`config.mk`:
```
export PLATFORM = sky130hd
export DESIGN_NAME = legv8_multicycle_controller
export DESIGN_NICKNAME = d
export VERILOG_FILES = /design/src/rtl/legv8_multicycle_controller.sv
export SDC_FILE = /design/constraint.sdc
export NUM_CORES = 1
export LEC_CHECK = 0
export ABC_CLOCK_PERIOD_IN_PS = 1860
export BUFFER_PORTS_ARGS = -buffer_cell sky130_fd_sc_hd__buf_2
export CORE_ASPECT_RATIO = 1.2
export CORE_MARGIN = 3
export CORE_UTILIZATION = 45
export DETAILED_ROUTE_END_ITERATION = 10
export GPL_TIMING_DRIVEN = 0
export PLACE_DENSITY = 0.72
export SLEW_MARGIN = 25
export SYNTH_ARGS = -nofsm -noshare
export SYNTH_HDL_FRONTEND = slang
export SYNTH_SLANG_ARGS = --single-unit
```
`constraint.sdc`:
```
create_clock -name clk -period 1.86 [get_ports clk]
set_clock_uncertainty 0.1 [all_clocks]
set_input_delay 0.279 -clock clk [delete_from_list [all_inputs] [get_ports clk]]
set_output_delay 0.279 -clock clk [all_outputs]
set_load 0.005 [all_outputs]
```
`src/rtl/legv8_multicycle_controller.sv`:
```
// legv8_multicycle_controller: handshaked multicycle LEGv8 control FSM with memory wait, timeout trap and retire pulse.
module legv8_multicycle_controller #(
  parameter int OPCODE_W    = 10,
  parameter int REG_W       = 5,
  parameter int IMM_W       = 7,
  parameter int ALU_OP_W    = 3,
  parameter int EXEC_CYCLES = 1,
  parameter int MEM_TIMEOUT = 15,
  localparam int INSTR_W    = OPCODE_W + IMM_W + 3*REG_W
) (
  input  logic                clk,
  input  logic                reset,
  input  logic                instr_valid,
  output logic                instr_ready,
  input  logic [INSTR_W-1:0]  instruction,
  input  logic                alu_zero,
  input  logic                mem_ready,
  output logic                mem_write_dm,
  output logic                mem_read_dm,
  output logic                branch,
  output logic                reg_write_rf,
  output logic                mux2,
  output logic                mux3,
  output logic                mux_wb,
  output logic [REG_W-1:0]    read_reg_1,
  output logic [REG_W-1:0]    read_reg_2,
  output logic [REG_W-1:0]    write_reg,
  output logic [IMM_W-1:0]    sign_extension_bits,
  output logic [ALU_OP_W-1:0] alu_op,
  output logic                retire,
  output logic                trap,
  output logic [2:0]          state_dbg
);
  localparam int EW = $clog2(EXEC_CYCLES + 1);
  localparam int MW = $clog2(MEM_TIMEOUT + 1);
  typedef enum logic [2:0] {
    FETCH = 3'd0, DECODE = 3'd1, EXEC = 3'd2, MEM = 3'd3, WB = 3'd4, BRANCH = 3'd5, TRAP = 3'd7
  } state_e;
  state_e             state_q, state_d;
  logic [INSTR_W-1:0] iq_q, iq_d;
  logic [EW-1:0]      exec_cnt_q, exec_cnt_d;
  logic [MW-1:0]      mem_cnt_q, mem_cnt_d;
  logic [OPCODE_W-1:0] opcode;
  logic is_add, is_sub, is_div, is_mul, is_ldi, is_stur, is_ldur, is_cbz, is_arith, legal, act, fetch;
  assign opcode   = iq_q[INSTR_W-1 -: OPCODE_W];
  assign is_add   = opcode == OPCODE_W'(10'b1000101000);
  assign is_sub   = opcode == OPCODE_W'(10'b1100101100);
  assign is_div   = opcode == OPCODE_W'(10'b0000011111);
  assign is_mul   = opcode == OPCODE_W'(10'b1111100000);
  assign is_ldi   = opcode == OPCODE_W'(10'b1010101010);
  assign is_stur  = opcode == OPCODE_W'(10'b1111011000);
  assign is_ldur  = opcode == OPCODE_W'(10'b1111000010);
  assign is_cbz   = opcode == OPCODE_W'(10'b1011010100);
  assign is_arith = is_add | is_sub | is_div | is_mul;
  assign legal    = is_arith | is_ldi | is_stur | is_ldur | is_cbz;
  always_ff @(posedge clk) begin
    if (reset) begin
      state_q    <= FETCH;
      iq_q       <= '0;
      exec_cnt_q <= '0;
      mem_cnt_q  <= '0;
    end else begin
      state_q    <= state_d;
      iq_q       <= iq_d;
      exec_cnt_q <= exec_cnt_d;
      mem_cnt_q  <= mem_cnt_d;
    end
  end
  always_comb begin
    state_d    = state_q;
    iq_d       = iq_q;
    exec_cnt_d = exec_cnt_q;
    mem_cnt_d  = mem_cnt_q;
    case (state_q)
      FETCH: if (instr_valid) begin
        iq_d    = instruction;
        state_d = DECODE;
      end
      DECODE: begin
        state_d    = legal ? EXEC : TRAP;
        exec_cnt_d = '0;
      end
      EXEC: if (exec_cnt_q == EW'(EXEC_CYCLES - 1)) begin
        state_d   = (is_stur | is_ldur) ? MEM : is_cbz ? BRANCH : WB;
        mem_cnt_d = '0;
      end else exec_cnt_d = exec_cnt_q + EW'(1);
      // A response on the final allowed cycle still counts as success.
      MEM: if (mem_ready) state_d = is_stur ? FETCH : WB;
      else if (mem_cnt_q == MW'(MEM_TIMEOUT - 1)) state_d = TRAP;
      else mem_cnt_d = mem_cnt_q + MW'(1);
      WB, BRANCH: state_d = FETCH;
      default: state_d = TRAP;
    endcase
  end
  assign fetch               = state_q == FETCH;
  assign act                 = !fetch && state_q != TRAP;
  assign instr_ready         = fetch;
  assign read_reg_1          = fetch ? '0 : iq_q[INSTR_W-OPCODE_W-1 -: REG_W];
  assign sign_extension_bits = fetch ? '0 : iq_q[2*REG_W+IMM_W-1 -: IMM_W];
  assign read_reg_2          = fetch ? '0 : iq_q[2*REG_W-1 -: REG_W];
  assign write_reg           = fetch ? '0 : iq_q[REG_W-1:0];
  assign alu_op = !act ? ALU_OP_W'(3'b101) : is_sub ? ALU_OP_W'(3'b001) : is_div ? ALU_OP_W'(3'b011) :
                  is_mul ? ALU_OP_W'(3'b100) : (is_add | is_ldi | is_stur | is_ldur) ? ALU_OP_W'(3'b010) :
                  ALU_OP_W'(3'b101);
  assign mux3         = act & is_arith;
  assign mux2         = act & is_stur;
  assign mux_wb       = act & is_ldur;
  assign mem_write_dm = state_q == MEM && is_stur;
  assign mem_read_dm  = state_q == MEM && is_ldur;
  assign reg_write_rf = state_q == WB;
  assign branch       = state_q == BRANCH && alu_zero;
  assign retire       = state_q == WB || state_q == BRANCH || (state_q == MEM && is_stur && mem_ready);
  assign trap         = state_q == TRAP;
  assign state_dbg    = state_q;
endmodule

```
---- Word level (Yosys, flattened, before mapping) ----
Index checks and enable logic that the tools add are counted.
storage, ports and cells
  flip-flop bits (word level) ............. 40
  word-level logic and storage cells ...... 80
operators by class
  muxes and demuxes ....................... 24
  reductions and logical operators ........ 15
  add/sub/neg operators ................... 2
  bitwise gates (word level) .............. 14
  equality and inequality tests ........... 21
operators with widths
  operator                                                                number
  10-bit equality test, second input constant                             7
  3-bit 2-to-1 mux                                                        12
  5-bit 2-to-1 mux                                                        3
  3-bit case mux with 5 select lines                                      1
  4-bit 2-to-1 mux                                                        3
  1-bit bitwise OR                                                        11
  10-bit by 5-bit equality test with 1-bit output, second input constant  1
  3-bit equality test, second input constant                              3
  2-bit != test, second input constant                                    4
  4-bit case mux with 2 select lines                                      1
  7-bit 2-to-1 mux                                                        1
  3-bit by 2-bit equality test with 1-bit output, second input constant   2
  3-bit != test, second input constant                                    2
  1-bit logical AND                                                       5
  4-bit by 1-bit adder with 4-bit output, second input constant           1
  4-bit equality test, second input constant                              1
  4-bit AND reduction                                                     1
  2-bit nonzero test                                                      2
  1-bit AND                                                               3
  3-bit by 1-bit equality test with 1-bit output, second input constant   1
  3-bit logical NOT                                                       1
  3-bit AND reduction                                                     1
  1-bit logical OR                                                        2
  1-bit 2-to-1 mux                                                        2
  5 further kinds                                                         5

---- Logic depth before layout (Yosys ltp) ----
Gate-level depths: netlist (run 1).
  depth after elaboration ................. 10
  mapped depth ............................ 7
  mapped depth without buffers ............ 7

---- Least setup slack after synthesis (run 1) ----
OpenSTA, ideal clock, no wires.
  path type ............................... reg2out
  from .................................... register iq_q[22]
  to ...................................... output port mux3
  slack ................................... 0.051 ns
  stages on the path, launching flop included .. 7
  arrival ................................. 1.430 ns
  cells stage by stage .................... dfxtp_1 -> or2_1 -> buf_6 -> nand2b_1 -> or4_4 -> o21a_1 -> nor2_1
between the ends
  cells in the longest elaborated chain, start to end .. 5
  elaborated cells on any way between the ends .. 8
ends and longest elaborated chain
  item                                            line    RTL
  from (decl)                                     40      logic [INSTR_W-1:0] iq_q, iq_d;
  from (signal assigned)                          64      iq_q <= iq_d;
  10-bit equality test, on equally long branches  46, 47
  1-bit bitwise OR (2 in series)                  54      assign is_arith = is_add | is_sub | is_div | is_mul;
  1-bit bitwise OR *                              54
  1-bit AND *                                     105     assign mux3 = act & is_arith;
  to (decl)                                       23      output logic mux3,
Mark *: on every way between the ends. The rest lies on a longest branch, timed or not.

---- Worst setup path after layout (run 1) ----
  from .................................... register iq_q[22]
  to ...................................... output port alu_op[1]
between the ends
  cells in the longest elaborated chain, start to end .. 9
  elaborated cells on any way between the ends .. 15
ends and longest elaborated chain
  item                                            line    RTL
  10-bit equality test, on equally long branches  46, 50
  1-bit bitwise OR (3 in series)                  103     is_mul ? ALU_OP_W'(3'b100) : (is_add | is_ldi | is_stur | is_ldur) ? ALU_OP_W'(3'b010) :
  3-bit 2-to-1 mux (2 in series)                  103
  3-bit 2-to-1 mux                                102     assign alu_op = !act ? ALU_OP_W'(3'b101) : is_sub ? ALU_OP_W'(3'b001) : is_div ? ALU_OP_W'(3'b011) :
  3-bit 2-to-1 mux * (2 in series)                102
  to (decl)                                       29      output logic [ALU_OP_W-1:0] alu_op,
Marks and branches as above.

==> impl_metrics.ini, run 1 <==
[timing]
grt_setup_unrepaired = yes
slew_headroom_pct = 64.15
worstMarginPinSlew_ns = 0.5329
fin_setup_tns_ns = -2.583
setup_viol = 12
period_share_pct = 118.7
min_period_ns = 2.207
layout_setup_ws_ns = -0.3470
hold_viol_final = 0
max_freq_ghz = 0.4531
slew_violations = 0

[cts]
cts_buffers = 5
ctsHoldBuffers = 0
cts_sinks = 39
cts.clk_slew.worst_paths_ns = 0.07
h-tree-depth = 2
cts_root_buffer = clkbuf_8
cts.path.max_buffers = 2
clk_latency_ns = 0.29
cts_tree = built

[detailed_routing]
drtIter0Drc = 208
first_pass_iters = 4
avgViaCountPerCell = 5.144
wl_per_cell_um = 13.00
vias = 2181
ant_nets = 0
routed_wl_um = 5510
drc = 0

[synth]
synth.largest_area_cell = dfxtp_1
yosysMostFrequentCell = nand2_1
ys_top_cells_by_area = dfxtp_1 (38%), nand2_1 (14%), a21oi_1 (7.9%)
yosys-top-cells-count = nand2_1 (77), dfxtp_1 (39), a21oi_1 (32)
synthArstFlopShare_pct = 0
syn_inst = 276
netlist_area_mm2 = 0.002032
yosys_warnings = 0
yosysUniqueCellTypes = 41
ys_ff_latch = 39
synth_edf_count = 0
postSynthAreaPerCell_um2 = 7.362
synth_flop_cell = dfxtp_1
seq_area_frac_synth_pct = 38.42
synth_top_cell_area_share_pct = 38.42
syn_nets = 315

[setup_path]
end_kind = output port
slowest_stage = or4bb_1
cp.required_ns = 1.48
arrival_ns = 1.83
critical_path_peak_fanout = 4
critical_path_class = reg2out
cp-start-kind = flip-flop
slowest_delay_ns = 0.53
path_cells = buf_6, or4bb_1, nor4_2, nor3_2, a31oi_1, buf_2

[power]
vdd_ir_drop_max_mv = 0.6742
leakagePower_uw = 0.001184
power_density_mw_per_mm2 = 1235

[finish]
area_growth_pct = 37.01
nets = 406
final_cells = 424
nFillCells = 420
drive_gt1_share_pct = 36.14
n_antenna_cell = 0

[floorplanning]
fp.coreArea_mm2 = 0.004294
die_area_mm2 = 0.005361
fp.dieW_um = 67.34
ios = 75
row_count = 26
die_h_um = 79.61
start_util_pct = 47.32

[global_route]
grtUsageTotal_pct = 21.23
grt_pass1_wl_um = 8811
grt_antenna_before_repair = 0
grt_max_degree = 13
overflow = 0
grt_pass1_vias = 1932

[placement]
io_buffers = 73
dp.cells = 405
place_hpwl_um = 3866
gp_congestion = 0.8805

[run_status]
status = finished, violations left
failed_checks = setup timing

[run]
drv_cap = 0

[hold_path]
hold_path_class = in2reg
[layout by cell type, fill, tap and decap left out, types with 2 or more instances in the layout]
cell,netlist,final
clkbuf_8,0,6
clkbuf_1,11,9
dfxtp_1,39,28
buf_2,5,75
dfxtp_2,0,10
buf_6,1,3
and3_1,4,4
a21oi_2,2,2
nand4b_1,2,2
nor2b_1,25,25
a31oi_1,3,3
nand2b_1,5,4
a21oi_1,32,32
o41ai_1,4,4
nand2_1,77,76
a22oi_1,4,4
nor3_2,1,2
ha_1,2,2
o21ai_0,8,5
o21ai_1,1,3
nor4_1,5,2
inv_1,5,5
clkbuf_4,0,4
nor2_1,17,17
nor4_2,0,3
buf_4,1,11
or4_4,2,3
[flip-flops by register name, indices dropped and copies added, names as in the netlist]
signal     flops
iq_q          32
mem_cnt_q      4
state_dbg      3
[report_power, final]
part	switching [uW]	internal [uW]
combinational	865	675
sequential	146	1020
clock	298	434
[path summary, 6_finish.rpt]
kind	from	end	slack, ns	cells past startpoint
setup / recovery	iq_q[22]$_SDFFE_PP0P_	alu_op[1]	-0.35	6
hold / removal	instruction[27]	iq_q[27]$_SDFFE_PP0P_	0.11	3
setup reg to reg	iq_q[22]$_SDFFE_PP0P_	state_dbg[0]$_SDFFE_PP0P_	-0.07	8
hold reg to reg	iq_q[6]$_SDFFE_PP0P_	iq_q[6]$_SDFFE_PP0P_	0.35	2
[repair_timing]
item | 4_1_cts | 5_1_grt
pin swaps | 8 | 10
hold endpoints to repair | 0 | 0
resized for setup | 21 | 19
setup buffers | 11 | 1
endpoints found under the setup margin | 62 | 44
[area by class of cell]
cell class	instances	area, um^2	area share (%)
Buffer	17	92.59	3.326
Timing Repair Buffer	85	462.9	16.63
Clock buffer	6	82.58	2.966
Tap cell	56	70.07	2.517
Multi-Input combinational cell	214	1225	44.00
Inverter	5	18.77	0.6742
Clock inverter	2	35.03	1.258
Sequential cell	39	797.0	28.63
[cell families (layout without fill, tap and decap cells)]
kind of cell / count (synthesis) / count (layout) / share of synthesized area, %
and+or+nand+nor: 151 / 151 / 37.25
AOI/OAI and AO/OA: 60 / 60 / 17.49
DFF: 39 / 39 / 38.42
buffers and inverters: 23 / 115 / 5.111
adders and majority gates: 2 / 2 / 1.231
muxes: 1 / 1 / 0.4926
[metal layers]
layer  wire length, um  share of wire (%)  global-route usage (%)
met1              2371                 43                   25.96
met4                91                1.7                   9.736
met2              2686                 49                   34.91
met5                 0                  0                       0
met3               361                6.6                   4.648
[metrics by stage]
step	hold WS (ns)	area [um^2]	util (%)	total power, uW	setup slack [ns]
after floorplan	0.3150	2032	-	2025	0.05120
after global placement	0.3372	2467	57.46	2427	-0.08486
after detailed placement	0.3422	2467	57.46	2457	-0.1147
after CTS	0.1086	2728	63.52	3368	-0.3569
after global routing	0.1118	2784	64.83	3701	-0.4176
final	0.1096	2784	64.83	3438	-0.3470
[critical path: cells and delay by family (launching register included)]
kind	cells	cell delay, ns
and+or+nand+nor	3	0.80
DFF	1	0.33
buffers and inverters	2	0.24
AOI/OAI and AO/OA	1	0.17
(Power assumes the default switching activity.)
==> run 2, diff against run 1 <==
- CORE_UTILIZATION: 45 -> 49
- PLACE_DENSITY: 0.72 -> 0.77
==> run 2 against run 1 <==
  * The flow still finishes with violations (setup timing)
  * Combinational power fell by 3%
  * Worst hold slack improved by 0.010 ns
  * Via count rose by 2.8%
  * Sequential share of layout area fell by 0.051 points
  * Clock power fell by 24%
  * Critical path type unchanged
  * Largest power group unchanged
==> impl_metrics.ini, run 2 (synthesis gave the netlist of run 1 again) <==
[floorplanning]
fp.dieW_um = 64.79
fp.coreArea_mm2 = 0.003973
row_count = 25
die_h_um = 76.54
start_util_pct = 51.15
ios = 75
die_area_mm2 = 0.004959

[run_status]
status = finished, violations left
failed_checks = setup timing

[global_route]
grtUsageTotal_pct = 22.42
grt_antenna_before_repair = 0
grt_pass1_wl_um = 8935
overflow = 0
grt_max_degree = 12
grt_pass1_vias = 2060

[timing]
layout_setup_ws_ns = -0.3234
hold_slack_ns = 0.1200
grt_setup_unrepaired = yes
hold_viol_final = 0
worstMarginPinSlew_ns = 0.5076
setup_viol = 30
slew_violations = 0
max_freq_ghz = 0.4580
period_share_pct = 117.4
slew_headroom_pct = 65.72
min_period_ns = 2.183

[placement]
dp.cells = 403
io_buffers = 73
place_hpwl_um = 3766
gp_congestion = 0.8472

[power]
vdd_ir_drop_max_mv = 0.7715
power_density_mw_per_mm2 = 1152
leakagePower_uw = 0.001189

[cts]
cts.path.max_buffers = 2
cts_tree = built
cts.clk_slew.worst_paths_ns = 0.07
cts_root_buffer = clkbuf_8
cts_buffers = 5
ctsHoldBuffers = 0
cts_sinks = 39
h-tree-depth = 2
clk_latency_ns = 0.29

[finish]
nets = 409
final_cells = 425
regMostFlops = iq_q
seq_area_um2 = 797.0
largest_reg_flops = 32
drive_gt1_share_pct = 36.39
mostFrequentLayoutCells = buf_2 (77), nand2_1 (76), a21oi_1 (32), dfxtp_1 (30), nor2b_1 (25)
multi_input_comb_area_mm2 = 0.001242
final_common_cell = buf_2
n_antenna_cell = 0
nFillCells = 366
area_growth_pct = 37.25

[detailed_routing]
vias = 2243
wl_per_cell_um = 13.36
first_pass_iters = 4
routed_wl_um = 5676
drc = 0
ant_nets = 0
avgViaCountPerCell = 5.278
drtIter0Drc = 195

[setup_path]
cp.required_ns = 1.48
critical_path_peak_fanout = 5
critical_path_class = reg2out
slowest_stage = dfxtp_2
crit_buf_inv = 2
critical-path-top-delay-family = simple AND/OR/NAND/NOR gates
end_kind = output port
path_cells = or2_4, buf_4, nor3_1, nor2_1, o21a_1, nor2_1, buf_2
slowest_delay_ns = 0.33
cp-start-kind = flip-flop
arrival_ns = 1.80
crit_top_cell = nor2_1

[run]
drv_cap = 0

[hold_path]
hold_path_class = in2reg
run 2: changes by cell type in the layout (fill, tap and decap cells not counted), moves of 2 or more:
cell / delta
buf_4: +3
clkbuf_4: -3
dfxtp_2: -3
buf_2: +2
clkbuf_1: +2
dfxtp_1: +2
run 2: repair_timing:
action / 4_1_cts / 5_1_grt
buffers inserted: 10 / 6
resized for setup: 20 / 21
pin swaps: 9 / 9
setup endpoints to repair: 62 / 62
run 2: report_power, final:
group | switching, uW | internal [uW] | leakage (uW)
combinational | 869 | 630 | 0.000823
clock | 290 | 263 | 0.0000422
sequential | 143 | 1020 | 0.000323
run 2: tightest hold or removal path, stage by stage:
cell	delay, ns
buf_2	0.09
nand2_1	0.04
a21oi_1	0.05
run 2: per-stage QoR:
stage	area [um^2]	setup TNS (ns)	utilization (%)	power [uW]	worst slack (ns)
4_1_cts	2668	-3.396	67.15	3151	-0.3559
2_1_floorplan	2032	0	-	2025	0.05120
3_3_place_gp	2465	-2.774	62.05	2419	-0.08250
5_1_grt	2789	-10.47	70.20	3464	-0.3945
6_report	2789	-3.407	70.20	3213	-0.3234
3_5_place_dp	2465	-5.839	62.05	2455	-0.1544
run 2: area by class of cell:
type / count / area share (%)
plain buffers: 17 / 3.454
clock buffers: 7 / 2.737
clock inverters: 1 / 0.1795
inverters: 5 / 0.6729
multi-input cells: 214 / 44.55
flip-flops and latches: 39 / 28.58
well taps: 54 / 2.423
repair buffers: 88 / 17.41
run 2: path summary, 6_finish.rpt:
| kind | startpoint | end | slack (ns) | depth (start not counted) |
|---|---|---|---|---|
| min reg2reg | iq_q[16]$_SDFFE_PP0P_ | iq_q[16]$_SDFFE_PP0P_ | 0.35 | 2 |
| min | instruction[9] | iq_q[9]$_SDFFE_PP0P_ | 0.12 | 3 |
| max | iq_q[23]$_SDFFE_PP0P_ | mux3 | -0.32 | 7 |
| max reg2reg | iq_q[28]$_SDFFE_PP0P_ | state_dbg[1]$_SDFFE_PP0P_ | -0.03 | 6 |
run 2: per-layer routing:
metal | part of all wire, % | track usage, % | up-vias
li1 | - | - | 1124
met2 | 49 | 38.49 | 79
met4 | 1.3 | 9.091 | 0
met1 | 41 | 25.62 | 1033
met5 | 0 | 0 | -
met3 | 7.8 | 6.342 | 7
==> run 3, diff against run 2 <==
- ABC_CLOCK_PERIOD_IN_PS: 1860 -> 2050
- clock period: 1.86 -> 2.05 ns (I/O delays scaled with it)
==> run 3 against run 2 <==
  * Cell count is 0.24% higher
  * Via count fell by 1.2%
  * Routed wire length shrank 2.1%
  * First-iteration DRC count fell by 8.2%
  * Flip-flop and latch count stayed put
  * Register-to-register slack about the same
  * Sequential power fell by 9%
  * Count of clock-buffer cells in the layout stayed put
  * Largest power group unchanged
  * The run still ends with setup timing left
==> impl_metrics.ini, run 3 (synthesis gave the netlist of run 1 again) <==
[global_route]
grt_max_degree = 12
grt_pass1_wl_um = 8942
grt_use_met1_pct = 25.80
grt_pass1_vias = 2048
grt_antenna_before_repair = 0
grtUsageTotal_pct = 22.39
overflow = 0
grtUsageMet3_pct = 7.227
grt_busiest_layer = met2
met2_usage_pct = 38.59

[detailed_routing]
first_pass_iters = 4
drtIter0Drc = 179
ant_nets = 0
drc = 0
avgViaCountPerCell = 5.204
wl_per_cell_um = 13.05
routed_wl_um = 5558
vias = 2217

[power]
leakagePower_uw = 0.001186
vdd_ir_drop_max_mv = 0.6943
power_density_mw_per_mm2 = 1029
finalPower_uw = 2831

[setup_path]
path_cells = or2_4, buf_4, nor3_1, nor2_1, o21a_1, nor2_1, buf_2
end_kind = output port
arrival_ns = 1.81
slowest_delay_ns = 0.33
crit_top_cell = nor2_1
critical_path_peak_fanout = 5
cp.required_ns = 1.64
slowest_stage = dfxtp_2
cp-start-kind = flip-flop
critical_path_class = reg2out

[hold_path]
hold_path_class = in2reg

[timing]
period_share_pct = 108.1
layout_setup_ws_ns = -0.1661
setup_viol = 10
slew_headroom_pct = 65.77
min_period_ns = 2.216
hold_viol_final = 0
max_freq_ghz = 0.4512
grt_setup_unrepaired = yes
slew_violations = 0
worstMarginPinSlew_ns = 0.5135

[cts]
ctsHoldBuffers = 0
cts_tree = built
h-tree-depth = 2
cts_root_buffer = clkbuf_8
clk_latency_ns = 0.29
cts.clk_slew.worst_paths_ns = 0.08
cts_buffers = 5
cts.path.max_buffers = 2
cts_sinks = 39

[finish]
final_common_cell = buf_2
final_core_util_pct = 69.23
area_growth_pct = 35.34
mostFrequentLayoutCells = buf_2 (78), nand2_1 (76), a21oi_1 (32), dfxtp_1 (32), nor2b_1 (25)
n_antenna_cell = 0
fin_area_mm2 = 0.002750
nFillCells = 368
drive_gt1_share_pct = 35.48
largest_reg_flops = 32
nets = 410
regMostFlops = iq_q
final_cells = 426

[floorplanning]
ios = 75
start_util_pct = 51.15
die_h_um = 76.54
fp.dieW_um = 64.79
fp.coreArea_mm2 = 0.003973
die_area_mm2 = 0.004959
row_count = 25

[placement]
dpl_cell_area_mm2 = 0.002465
gp_congestion = 0.8472
post-place-ws_ns = 0.007085
io_buffers = 73
place_hpwl_um = 3766
dp.cells = 403

[run_status]
failed_checks = setup timing
status = finished, violations left

[run]
drv_cap = 0
## run 3: layout make-up
cell class	instances	area [um^2]	area share (%)
tap	54	67.56	2.457
clock inverter	1	5.005	0.1820
multi-input combinational	214	1222	44.45
buffer	17	76.32	2.775
timing repair buffer	89	489.2	17.79
sequential	39	794.5	28.89
clock buffer	7	76.32	2.775
inverter	5	18.77	0.6824
## run 3: critical path: cells and delay by family, from the launching register on
| kind | cells | cell delay, ns |
|---|---|---|
| flip-flops | 1 | 0.33 |
| AO/OA/AOI/OAI | 1 | 0.20 |
| AND/OR/NAND/NOR | 4 | 0.74 |
| buffers and inverters | 2 | 0.25 |
## run 3: worst paths after layout
path | slack, ns | from | endpoint | cells past startpoint
min | 0.15 | instruction[9] | iq_q[9]$_SDFFE_PP0P_ | 3
max reg2reg | -0.02 | iq_q[28]$_SDFFE_PP0P_ | state_dbg[2]$_SDFFE_PP0P_ | 8
max | -0.17 | iq_q[23]$_SDFFE_PP0P_ | mux3 | 7
min reg2reg | 0.35 | iq_q[16]$_SDFFE_PP0P_ | iq_q[16]$_SDFFE_PP0P_ | 2
## run 3: power by group
| group | switching (uW) | internal, uW |
|---|---|---|
| sequential | 129 | 919 |
| combinational | 765 | 513 |
| clock | 265 | 239 |
## run 3: per-stage QoR
| step | TNS [ns] | hold WS [ns] |
|---|---|---|
| 5_1_grt | -3.270 | 0.1443 |
| 6_report | -1.038 | 0.1471 |
| 2_1_floorplan | 0 | 0.3318 |
| 4_1_cts | -0.9878 | 0.1436 |
| 3_3_place_gp | 0 | 0.3371 |
| 3_5_place_dp | 0 | 0.3423 |
## run 3: routing by layer
metal,up-vias,routed length [um]
li1,1126,-
met1,1012,2305
met2,73,2779
met3,6,406
met4,0,66
met5,-,0
## run 3: what timing repair did
item / CTS / global route
endpoints found under the setup margin: 29 / 31
resized for setup: 15 / 15
buffers inserted: 10 / 6
pin swaps: 7 / 8
